File: src/rtl/el2_pkg.sv
`default_nettype none
// ============================================================================
// el2_pkg : shared types for the decode trigger controller.
// Revision: 1.0
// ============================================================================
package el2_pkg;

  typedef enum logic [1:0] {
    IDLE  = 2'd0,
    PEND  = 2'd1,
    BLOCK = 2'd2
  } el2_trig_ctl_state_e;

endpackage
`default_nettype wire

File: src/rtl/el2_trig_chain_qual.sv
`default_nettype none
// ============================================================================
// el2_trig_chain_qual : qualifies raw trigger matches and applies pair chaining.
// Revision: 1.0
// ============================================================================
module el2_trig_chain_qual #(
  parameter int NUM_TRIG = 4
) (
  input  logic                  valid_i,
  input  logic                  flush_i,
  input  logic [NUM_TRIG-1:0]   match_i,
  input  logic [NUM_TRIG/2-1:0] chain_i,
  output logic [NUM_TRIG-1:0]   fired_o
);

  logic [NUM_TRIG-1:0] qual;

  assign qual = match_i & {NUM_TRIG{valid_i & ~flush_i}};

  for (genvar k = 0; k < NUM_TRIG/2; k++) begin : g_pair
    logic both;
    // A chained pair is all-or-nothing: one half alone never fires.
    assign both             = qual[2*k] & qual[2*k+1];
    assign fired_o[2*k]     = chain_i[k] ? both : qual[2*k];
    assign fired_o[2*k+1]   = chain_i[k] ? both : qual[2*k+1];
  end

endmodule
`default_nettype wire

File: src/rtl/el2_dec_trigger_ctl.sv
`default_nettype none
// ============================================================================
// el2_dec_trigger_ctl : turns decode trigger hits into a registered TLU request.
// Revision: 1.0
// ============================================================================
module el2_dec_trigger_ctl
  import el2_pkg::*;
#(
  parameter int NUM_TRIG = 4
) (
  input  logic                  clk,
  input  logic                  rst,
  input  logic                  dec_i0_valid_d,
  input  logic [NUM_TRIG-1:0]   dec_i0_trigger_match_d,
  input  logic [NUM_TRIG/2-1:0] trig_chain,
  input  logic [NUM_TRIG-1:0]   trig_action,
  input  logic                  dec_flush,
  input  logic                  tlu_trig_ack,
  input  logic [NUM_TRIG-1:0]   trig_hit_clr,
  output logic                  trig_req,
  output logic                  trig_req_dbg,
  output logic [NUM_TRIG-1:0]   trig_req_hit,
  output logic [NUM_TRIG-1:0]   trig_hit_sticky,
  output logic                  trig_busy
);

  el2_trig_ctl_state_e state_q;
  logic                req_q;
  logic                dbg_q;
  logic [NUM_TRIG-1:0] hit_q;
  logic [NUM_TRIG-1:0] sticky_q;
  logic [NUM_TRIG-1:0] sticky_d;
  logic [NUM_TRIG-1:0] fired;
  logic [NUM_TRIG-1:0] fired_idle;

  el2_trig_chain_qual #(
    .NUM_TRIG (NUM_TRIG)
  ) u_chain_qual (
    .valid_i  (dec_i0_valid_d),
    .flush_i  (dec_flush),
    .match_i  (dec_i0_trigger_match_d),
    .chain_i  (trig_chain),
    .fired_o  (fired)
  );

  // Hits only count while idle; PEND and BLOCK ignore the comparator.
  always_comb begin
    fired_idle = (state_q == IDLE) ? fired : '0;
    sticky_d   = (sticky_q & ~trig_hit_clr) | fired_idle;
  end

  always_ff @(posedge clk or posedge rst) begin
    if (rst) begin
      state_q  <= IDLE;
      req_q    <= 1'b0;
      dbg_q    <= 1'b0;
      hit_q    <= '0;
      sticky_q <= '0;
    end else begin
      sticky_q <= sticky_d;
      case (state_q)
        IDLE: begin
          if (|fired) begin
            state_q <= PEND;
            req_q   <= 1'b1;
            hit_q   <= fired;
            dbg_q   <= |(fired & trig_action);
          end
        end
        PEND: begin
          // Ack takes priority over a same-cycle flush.
          if (tlu_trig_ack) begin
            state_q <= BLOCK;
            req_q   <= 1'b0;
            hit_q   <= '0;
            dbg_q   <= 1'b0;
          end else if (dec_flush) begin
            state_q <= IDLE;
            req_q   <= 1'b0;
            hit_q   <= '0;
            dbg_q   <= 1'b0;
          end
        end
        BLOCK: begin
          state_q <= IDLE;
        end
        default: begin
          state_q <= IDLE;
          req_q   <= 1'b0;
          hit_q   <= '0;
          dbg_q   <= 1'b0;
        end
      endcase
    end
  end

  assign trig_req        = req_q;
  assign trig_req_dbg    = dbg_q;
  assign trig_req_hit    = hit_q;
  assign trig_hit_sticky = sticky_q;
  assign trig_busy       = (state_q != IDLE);

endmodule
`default_nettype wire

File: config.mk
export PLATFORM = sky130hd
export DESIGN_NAME = el2_dec_trigger_ctl
export DESIGN_NICKNAME = d
export VERILOG_FILES = /design/src/rtl/el2_pkg.sv /design/src/rtl/el2_trig_chain_qual.sv /design/src/rtl/el2_dec_trigger_ctl.sv
export SDC_FILE = /design/constraint.sdc
export NUM_CORES = 1
export LEC_CHECK = 0
export BUFFER_PORTS_ARGS = -buffer_cell sky130_fd_sc_hd__buf_2
export CAP_MARGIN = 10
export CORE_MARGIN = 2
export CORE_UTILIZATION = 35
export CTS_CLUSTER_SIZE = 8
export DETAILED_ROUTE_END_ITERATION = 10
export PLACE_DENSITY = 0.71
export SLEW_MARGIN = 20
export SYNTH_ARGS = -nofsm -noshare
export SYNTH_HDL_FRONTEND = slang
export SYNTH_HIERARCHICAL = 1
export SYNTH_SLANG_ARGS = --single-unit
File: constraint.sdc
create_clock -name clk -period 1.7 [get_ports clk]
set_clock_uncertainty 0.05 [all_clocks]
set_input_delay 0.085 -clock clk [delete_from_list [all_inputs] [get_ports clk]]
set_output_delay 0.085 -clock clk [all_outputs]
set_load 0.1 [all_outputs]
==> impl_metrics.csv, run 1 <==
group,metric,value,unit
logic_synthesis,avgSynthCellArea,10.0,um2
routing,vias_per_cell,4.94,
placed_design,gp_congestion,0.760,
logic_synthesis,ys_seq_elements,12,
min_path,hold_start,"tlu_trig_ack",
floorplan,std_cell_rows,14,
clock_tree,cts_tree,"yes",
timing,slew_violations,0,
clock_tree,clk_pin_slew,0.07,ns
global_routing,grt_max_degree,13,
routing,vias,543,
floorplan,dieHeight,44.4,um
clock_tree,htreeDepth,1,
timing,fmax,700,MHz
setup_path,cp-start-kind,"flip-flop",
setup_path,r2r_start,"state_q[1]",
global_routing,antenna_found_initial,0,
logic_synthesis,synth_fp_nets,76,
setup_path,worst-setup-path-type,"reg -> out",
timing,finalCriticalPeriod,1.43,ns
setup_path,cp-end-kind,"output port",
clock_tree,numCtsBuffers,3,
pwr,total_leakage_power,0.446,nW
routing,first_iter_violations,9,
setup_path,rrSetupSlack,0.31,ns
routing,antenna_left,0,
cells_and_area,drive_above_1_share,38.3,%
clock_tree,clock-sinks,12,
floorplan,initial_utilization,37.5,%
pwr,powerDensity,1660,nW/um2
logic_synthesis,synthMostInstantiatedCell,"dfrtp_1",
global_routing,grt_pass1_wl,2040,um
cells_and_area,nets,115,
floorplan,dieArea,1970,um2
routing,dr.pass1.iters,4,
status,status,"complete, no violations",
timing,max_slew.worst_pin.slew,0.487,ns
clock_tree,post_cts_buffers,0,
min_path,holdPathStages,3,
global_routing,grt_remaining_overflow,0,
setup_path,r2r_end,"trig_req_hit[3]",
routing,wirelength,1280,um
min_path,hold_class,"in -> reg",
setup_path,critical_path_required,1.56,ns
logic_synthesis,async_flop_share,100,%
routing,remaining_drc_errors,0,
logic_synthesis,ys.flop_type,"dfrtp_1",
timing,finalHoldViolations,0,
cells_and_area,area_delta_synth_final,42.2,%
timing,setup_violations,0,
pwr,ir_worst_vdd,0.000536,V
floorplan,die_w,44.4,um
timing,holdWs,0.0106,ns
timing,setup_tns,0,ns
logic_synthesis,yosysTopAreaCellShare,52.5,%
cells_and_area,diodes,0,
global_routing,track_usage,14.4,%
clock_tree,cts_root_buf,"clkbuf_4",
global_routing,grt_pass1_vias,479,
setup_path,arrival,1.29,ns
setup_path,reg2regPathDepth,3,
min_path,min_delay_worst_endpoint,"state_q[1]",
timing,fin_crit_sh,84.1,%
placed_design,numPortBuffers,29,
logic_synthesis,synth_warnings,6,
logic_synthesis,synthTopCellsByCount,"dfrtp_1 (12), inv_1 (6), nand2_1 (6), o21ai_0 (6)",
clock_tree,clk_latency,0.26,ns
logic_synthesis,synth-edff-count,0,
logic_synthesis,ys_types,18,
logic_synthesis,ys_seq_area_share,52.5,%
job,maxCapViolations,0,
logic_synthesis,synthTopCellsByArea,"dfrtp_1 (53%), a22o_1 (6.1%), o21ai_0 (5.3%)",
setup_path,worstPathMaxFanout,8,
timing,slew_headroom,67.8,%
logic_synthesis,syn_inst,57,
routing,wire_per_inst,11.6,um
placed_design,hpwl,962,um
floorplan,core_area,1520,um2
logic_synthesis,yosysTopAreaCell,"dfrtp_1",
logic_synthesis,syn_area,572,um2
clock_tree,cts_max_path_buffers,2,
floorplan,io_pins,30,
timing,rsz0062_at_grt,"no",
cells in the final DEF (no fill, tap or decap), drive strengths merged:
master / n
inv: 6
o21ai: 6
or4b: 1
or4: 1
nor2b: 1
a22oi: 2
and3: 4
or3: 1
or2b: 1
dlygate4sd3: 5
nand2b: 4
nor2: 3
buf: 30
clkbuf: 3
dfrtp: 12
a21oi: 2
nand2: 6
o211ai: 1
a32o: 1
a22o: 4
flip-flops by register name (all words and copies together) (netlist names):
signal	cells
trig_hit_sticky	4
trig_req_hit	4
trig_req	1
state_q	2
trig_req_dbg	1
worst max path at each step:
stage,from,cells past startpoint,to
finish,state_q[0],3,trig_busy
global route,state_q[0],3,trig_busy
CTS,state_q[0],3,trig_busy
detailed placement,dec_i0_trigger_match_d[0],6,trig_req_hit[3]
global placement,dec_i0_trigger_match_d[0],6,trig_req_hit[3]
floorplan,dec_i0_trigger_match_d[0],5,trig_req_hit[0]
metal layers:
layer	vias up	wire (um)	share of wire [%]	global-route usage (%)
met5	-	0	0	0
met4	0	16	1.2	10.9
met3	2	121	9.4	2.04
met2	31	585	46	20.9
met1	236	557	43	19.4
li1	274	-	-	-
kinds of logic after synthesis:
logic type / share of synthesized area [%]
flip-flops: 52.5
AO/OA/AOI/OAI: 19.7
AND/OR/NAND/NOR: 23.2
buffers and inverters: 4.59
worst max-delay path, cell delays in order (launching register included):
cell,delay [ns]
dfrtp_1,0.47
nor2_1,0.10
inv_1,0.06
buf_2,0.41
timing repair:
item                                   4_1_cts  5_1_grt
endpoints found under the hold margin       16        0
resized for setup                            0        0
hold buffers                                 5        0
report_power, final:
group / switching (W) / internal, W
Combinational: 0.000621 / 0.000155
Clock: 0.0000839 / 0.0000818
Sequential: 0.0000578 / 0.000353
Total: 0.000763 / 0.000590
cell type report:
cell class	count	area, um2
fill	144	711
sequential	12	300
multi-input combinational	38	245
timing repair buffer	35	203
clock buffer	3	22.5
inverter	6	22.5
tap	16	20.0
metrics by stage:
stage                     total power [W]  instances  utilization [%]  cell area [um2]  setup slack, ns
after global routing              0.00142        110             53.4              813            0.186
after CTS                         0.00136        110             53.4              813            0.260
final                             0.00135        110             53.4              813            0.271
after floorplan                   0.00104         57                -              572            0.266
after global placement            0.00118        102             48.6              741           0.0885
after detailed placement          0.00118        102             48.6              741           0.0557
(Power assumes the default switching activity.)
==> run 2: changes to the inputs <==
--- a/config.mk
+++ b/config.mk
@@ -5,6 +5,7 @@
 export SDC_FILE = /design/constraint.sdc
 export NUM_CORES = 1
 export LEC_CHECK = 0
+export ABC_AREA = 1
 export BUFFER_PORTS_ARGS = -buffer_cell sky130_fd_sc_hd__buf_2
 export CAP_MARGIN = 10
 export CORE_MARGIN = 2
==> constraint.sdc (replaced) <==
create_clock -name clk -period 1.5 [get_ports clk]
set_clock_uncertainty 0.05 [all_clocks]
set_input_delay 0.075 -clock clk [delete_from_list [all_inputs] [get_ports clk]]
set_output_delay 0.075 -clock clk [all_outputs]
set_load 0.1 [all_outputs]
==> run 2 against run 1 <==
Effect of this change:
- final area fell by 1.4%
- sequential cell count did not move
- worst setup slack got worse by 0.16 ns
- synthesized cell count rose by 26%
- cell count rose by 14%
- critical path type unchanged
- largest power group unchanged
- highest routed layer unchanged
==> impl_metrics.csv, run 2 <==
group,metric,value,unit
pwr,total_leakage_power,0.477,nW
pwr,intPower,0.000649,W
logic_synthesis,synthTopCellsByCount,"nand2_1 (24), dfrtp_1 (12), nor2_1 (12)",
routing,vias_per_cell,4.51,
routing,drt-met1-wl,547,um
global_routing,grt_pass1_vias,567,
setup_path,worstPathCellList,"nor2_4, inv_1, buf_2",
logic_synthesis,avgSynthCellArea,7.84,um2
setup_path,cp-start-kind,"flip-flop",
routing,remaining_drc_errors,0,
setup_path,crit_family,"flip-flops",
cells_and_area,n_fill_cell,155,
floorplan,core_area,1510,um2
pwr,clockPowerShare,11.8,%
clock_tree,cts_max_path_buffers,2,
clock_tree,cts_tree,"yes",
pwr,powerDensity,1950,nW/um2
timing,slew_headroom,67.9,%
logic_synthesis,ys_seq_elements,12,
timing,setup_tns,0,ns
routing,top_layer_used,"met4",
logic_synthesis,ys_seq_area_share,53.2,%
floorplan,initial_utilization,37.5,%
routing,met3_length,86,um
routing,vias,564,
global_routing,grt_max_degree,13,
setup_path,worst-setup-path-type,"reg -> out",
setup_path,crit_buf_inv,2,
timing,fin_ws,0.109,ns
cells_and_area,nets,130,
timing,rsz0062_at_grt,"no",
logic_synthesis,synth_fp_nets,91,
clock_tree,cts_resized,0,
setup_path,worstPathMaxFanout,8,
logic_synthesis,ys.flop_type,"dfrtp_1",
pwr,swShare,58.5,%
routing,dr.pass1.iters,4,
logic_synthesis,yosysTopAreaCell,"dfrtp_1",
cells_and_area,multi_input_area,226,um2
timing,slew_violations,0,
pwr,combPwrFrac,58.6,%
cells_and_area,ff_latch_area,300,um2
logic_synthesis,ys_types,12,
timing,setup_violations,0,
floorplan,dieHeight,44.2,um
placed_design,hpwl,1060,um
pwr,seqPwrFrac,29.6,%
floorplan,die_w,44.2,um
clock_tree,clk_latency,0.26,ns
timing,finalCriticalPeriod,1.39,ns
logic_synthesis,synthMostInstantiatedCell,"nand2_1",
setup_path,cpMaxStageDelayCell,"dfrtp_1",
floorplan,dieArea,1950,um2
logic_synthesis,yosysTopAreaCellShare,53.2,%
logic_synthesis,syn_inst,72,
global_routing,grt_pass1_wl,2330,um
timing,fmax,719,MHz
status,status,"complete, no violations",
global_routing,grt_remaining_overflow,0,
routing,wire_per_inst,10.6,um
pwr,netSwitchingPower,0.000915,W
timing,max_slew.worst_pin.slew,0.485,ns
job,maxCapViolations,0,
logic_synthesis,synthTopCellsByArea,"dfrtp_1 (53%), nand2_1 (16%), nor2_1 (8.0%)",
cells_and_area,drive_above_1_share,33.9,%
routing,first_iter_violations,3,
cells_and_area,mostFrequentLayoutCells,"buf_2 (29), nand2_1 (24), nor2_1 (12), dfrtp_1 (12), inv_1 (9)",
routing,wirelength,1330,um
clock_tree,clk_pin_slew,0.07,ns
clock_tree,numCtsBuffers,3,
global_routing,antenna_found_initial,0,
timing,finalHoldViolations,0,
pwr,ir_worst_vdd,0.000830,V
cells_and_area,area_delta_synth_final,42.1,%
routing,met2_length,685,um
routing,antenna_left,0,
floorplan,std_cell_rows,14,
timing,fin_crit_sh,92.7,%
logic_synthesis,synth_warnings,6,
cells_and_area,mostFrequentLayoutCell,"buf_2",
clock_tree,cts_root_buf,"clkbuf_4",
cells_and_area,final_core_util,53.2,%
clock_tree,post_cts_buffers,0,
setup_path,cp-end-kind,"output port",
clock_tree,clock-sinks,12,
cells_and_area,diodes,0,
placed_design,dp_slack,0.368,ns
min_path,hold_class,"in -> reg",
logic_synthesis,synth-edff-count,0,
setup_path,critical_path_required,1.37,ns
logic_synthesis,async_flop_share,100,%
setup_path,max_stage_delay,0.44,ns
setup_path,arrival,1.27,ns
placed_design,numPortBuffers,29,
global_routing,track_usage,16.4,%
floorplan,io_pins,30,
placed_design,gp_congestion,0.723,
clock_tree,htreeDepth,1,
logic_synthesis,syn_area,564,um2
==> run 2: final timing paths <==
check                           startpoint               to  slack [ns]  cells after the start
setup reg to reg                state_q[1]         trig_req        0.36                      5
setup / recovery                state_q[1]        trig_busy        0.11                      3
hold / removal                tlu_trig_ack       state_q[1]        0.02                      2
min in group asynchronous              rst         trig_req        0.30                      3
hold reg to reg            trig_req_hit[3]  trig_req_hit[3]        0.42                      2
max in group asynchronous              rst  trig_req_hit[2]        0.79                      3
==> run 2: kinds of logic (layout without fill, tap and decap cells) <==
kind of cell	count (synthesis)	count (layout)	share of synthesized area, %
flops	12	12	53.2
buf+inv	10	47	6.65
compound gates	4	4	3.55
simple gates	46	46	36.6
==> run 2: layer usage <==
layer	up-vias	track usage [%]
met2	16	30.0
met5	-	0
li1	296	-
met1	250	17.5
met3	2	6.53
met4	0	3.64
==> run 2: timing repair <==
action	CTS	global route
setup endpoints to repair	0	0
hold buffers	5	0
hold endpoints to repair	16	0
==> run 2: through the flow <==
stage	hold slack [ns]	power (W)	instances	instance area, um2
after floorplan	-0.110	0.00122	72	564
after global placement	0.0421	0.00136	117	729
after detailed placement	0.0542	0.00138	117	729
after CTS	0.0149	0.00158	125	802
after global routing	0.0219	0.00165	125	802
final	0.0232	0.00156	125	802
==> run 2: area by class of cell <==
cell class | instances | area share [%]
inverters | 10 | 4.68
flip-flops and latches | 12 | 37.4
well taps | 16 | 2.50
clock buffers | 3 | 2.81
multi-input cells | 50 | 28.2
repair buffers | 34 | 24.3
==> run 2: worst register-to-register path: stages (launching register included) <==
cell     delay, ns
dfrtp_1       0.44
nor2_4        0.22
nand3_2       0.11
nand3_2       0.13
nand2_1       0.06
nand2_1       0.07
==> run 2: power groups by stage <==
stage	registers, W	logic, W	clock network (W)
after detailed placement	0.000469	0.000912	0
final	0.000462	0.000917	0.000184
after floorplan	0.000909	0.000309	0
after global routing	0.000473	0.000964	0.000211
after global placement	0.000466	0.000899	0
after CTS	0.000463	0.000924	0.000197
==> run 3: changes to the inputs <==
--- a/config.mk
+++ b/config.mk
@@ -6,13 +6,13 @@
 export NUM_CORES = 1
 export LEC_CHECK = 0
 export ABC_AREA = 1
-export BUFFER_PORTS_ARGS = -buffer_cell sky130_fd_sc_hd__buf_2
 export CAP_MARGIN = 10
 export CORE_MARGIN = 2
 export CORE_UTILIZATION = 35
 export CTS_CLUSTER_SIZE = 8
 export DETAILED_ROUTE_END_ITERATION = 10
-export PLACE_DENSITY = 0.71
+export DONT_BUFFER_PORTS = 1
+export PLACE_DENSITY = 0.55
 export SLEW_MARGIN = 20
 export SYNTH_ARGS = -nofsm -noshare
 export SYNTH_HDL_FRONTEND = slang
==> run 3 against run 2 <==
Effect of this change:
- the flow now finishes with violations (negative hold slack)
- sequential power about the same
- routed wire length decreased by 7.2%
- critical path depth unchanged
- largest cell class unchanged
- clock power increased by 39%
- global-route usage decreased by 0.77 points
- sequential cell count unchanged
- die area unchanged
- core utilization decreased by 1.2 points
- highest routed layer is now met3
- sequential share of layout area increased by 0.90 points
- via count decreased by 6.4%
==> impl_metrics.csv, run 3 (synthesis gave the netlist of run 2 again) <==
group,metric,value,unit
status,status,"finished, violations left",
status,violations,"negative hold slack",
clock_tree,cts_resized,0,
setup_path,critical_path_required,1.37,ns
routing,first_iter_violations,6,
setup_path,worstPathMaxFanout,8,
timing,slew_violations,0,
pwr,combPwrFrac,56.7,%
routing,vias_per_cell,4.76,
setup_path,worstPathCellList,"nor2_4, inv_1, buf_4",
setup_path,max_stage_delay,0.44,ns
setup_path,cp-end-kind,"output port",
global_routing,grt_remaining_overflow,0,
placed_design,dp_cells,99,
global_routing,grt_pass1_wl,2170,um
cells_and_area,design_area,783,um2
setup_path,cp-start-kind,"flip-flop",
clock_tree,clock-sinks,12,
floorplan,die_w,44.2,um
placed_design,dp_slack,0.400,ns
cells_and_area,area_delta_synth_final,38.8,%
cells_and_area,nets,115,
clock_tree,htreeDepth,1,
pwr,seqPwrFrac,27.9,%
global_routing,grt_pass1_vias,532,
routing,antenna_left,0,
timing,fin_crit_sh,90.1,%
global_routing,grt_max_degree,13,
clock_tree,numCtsBuffers,3,
placed_design,hpwl,954,um
floorplan,io_pins,30,
job,maxCapViolations,0,
timing,holdWs,-0.00277,ns
pwr,powerDensity,2130,nW/um2
timing,fin_ws,0.148,ns
timing,rsz0062_at_grt,"no",
cells_and_area,diodes,0,
cells_and_area,drive_above_1_share,21.1,%
timing,max_slew.worst_pin.slew,0.448,ns
setup_path,worst-setup-path-type,"reg -> out",
pwr,total_leakage_power,0.428,nW
pwr,clockPowerShare,15.4,%
floorplan,dieArea,1950,um2
pwr,ir_worst_vdd,0.000974,V
clock_tree,clk_pin_slew,0.08,ns
timing,finalHoldViolations,1,
placed_design,place_area,667,um2
global_routing,antenna_found_initial,0,
cells_and_area,fin_cells,111,
timing,setup_tns,0,ns
routing,remaining_drc_errors,0,
clock_tree,cts_tree,"yes",
floorplan,initial_utilization,37.5,%
routing,dr.pass1.iters,4,
floorplan,dieHeight,44.2,um
cells_and_area,mostFrequentLayoutCell,"nand2_1",
timing,slew_headroom,70.1,%
routing,wire_per_inst,11.1,um
pwr,intPower,0.000738,W
timing,setup_violations,0,
pwr,swShare,55.7,%
global_routing,track_usage,15.6,%
cells_and_area,n_fill_cell,159,
routing,vias,528,
clock_tree,cts_root_buf,"clkbuf_4",
placed_design,gp_congestion,0.678,
setup_path,rrSetupSlack,0.37,ns
placed_design,numPortBuffers,0,
clock_tree,clk_latency,0.27,ns
routing,wirelength,1230,um
floorplan,std_cell_rows,14,
setup_path,cpMaxStageDelayCell,"dfrtp_1",
min_path,hold_class,"in -> reg",
setup_path,arrival,1.23,ns
timing,finalCriticalPeriod,1.35,ns
clock_tree,cts_max_path_buffers,2,
floorplan,core_area,1510,um2
timing,fmax,740,MHz
cells_and_area,mostFrequentLayoutCells,"nand2_1 (24), nor2_1 (12), dfrtp_1 (12)",
pwr,netSwitchingPower,0.000928,W
## run 3: changes by cell type in the layout (fill, tap and decap cells not counted), sizes merged
cell	change
dlygate4sd3	+3
buf	-18
clkbuf	+1
## run 3: worst max-delay path: cells and delay by family (launching register included)
kind | cells | cell delay (ns)
buffers and inverters | 2 | 0.29
DFF | 1 | 0.44
and+or+nand+nor | 1 | 0.22
## run 3: worst paths after layout
path / end / startpoint / cells after the start
min in group asynchronous: trig_req_hit[2] / rst / 2
setup / recovery: trig_busy / state_q[1] / 3
max in group asynchronous: trig_req_hit[1] / rst / 2
hold / removal: trig_req_dbg / trig_action[0] / 4
hold reg to reg: trig_req_dbg / trig_req_dbg / 2
setup reg to reg: trig_req / state_q[1] / 5
## run 3: power by group through the flow
stage	Combinational, W	Clock (W)	Sequential (W)
after global routing	0.000992	0.000283	0.000474
after detailed placement	0.000929	0	0.000470
final	0.000944	0.000256	0.000465
after global placement	0.000917	0	0.000470
after CTS	0.000948	0.000261	0.000464
after floorplan	0.000309	0	0.000909
## run 3: layout make-up
type	count	area [um2]	share of cell area, %
Sequential cell	12	300	38.3
Tap cell	16	20.0	2.56
Inverter	10	37.5	4.79
Multi-Input combinational cell	50	226	28.9
Timing Repair Buffer	19	163	20.8
Clock buffer	4	36.3	4.63
## run 3: what timing repair did
action                                 4_1_cts  5_1_grt
endpoints found under the hold margin       19        0
buffers inserted                             0        0
hold buffers                                 8        0
## run 3: metal layers
layer  part of all wire [%]  GRT usage, %
met5                      0             0
met4                      0          7.27
met3                    6.4          6.53
met2                     49          23.8
met1                     44          19.1
## run 3: stage by stage
stage | total power [W] | utilization, %
2_1_floorplan | 0.00122 | -
3_3_place_gp | 0.00139 | 44.3
3_5_place_dp | 0.00140 | 44.3
4_1_cts | 0.00167 | 52.0
5_1_grt | 0.00175 | 52.0
6_report | 0.00167 | 52.0
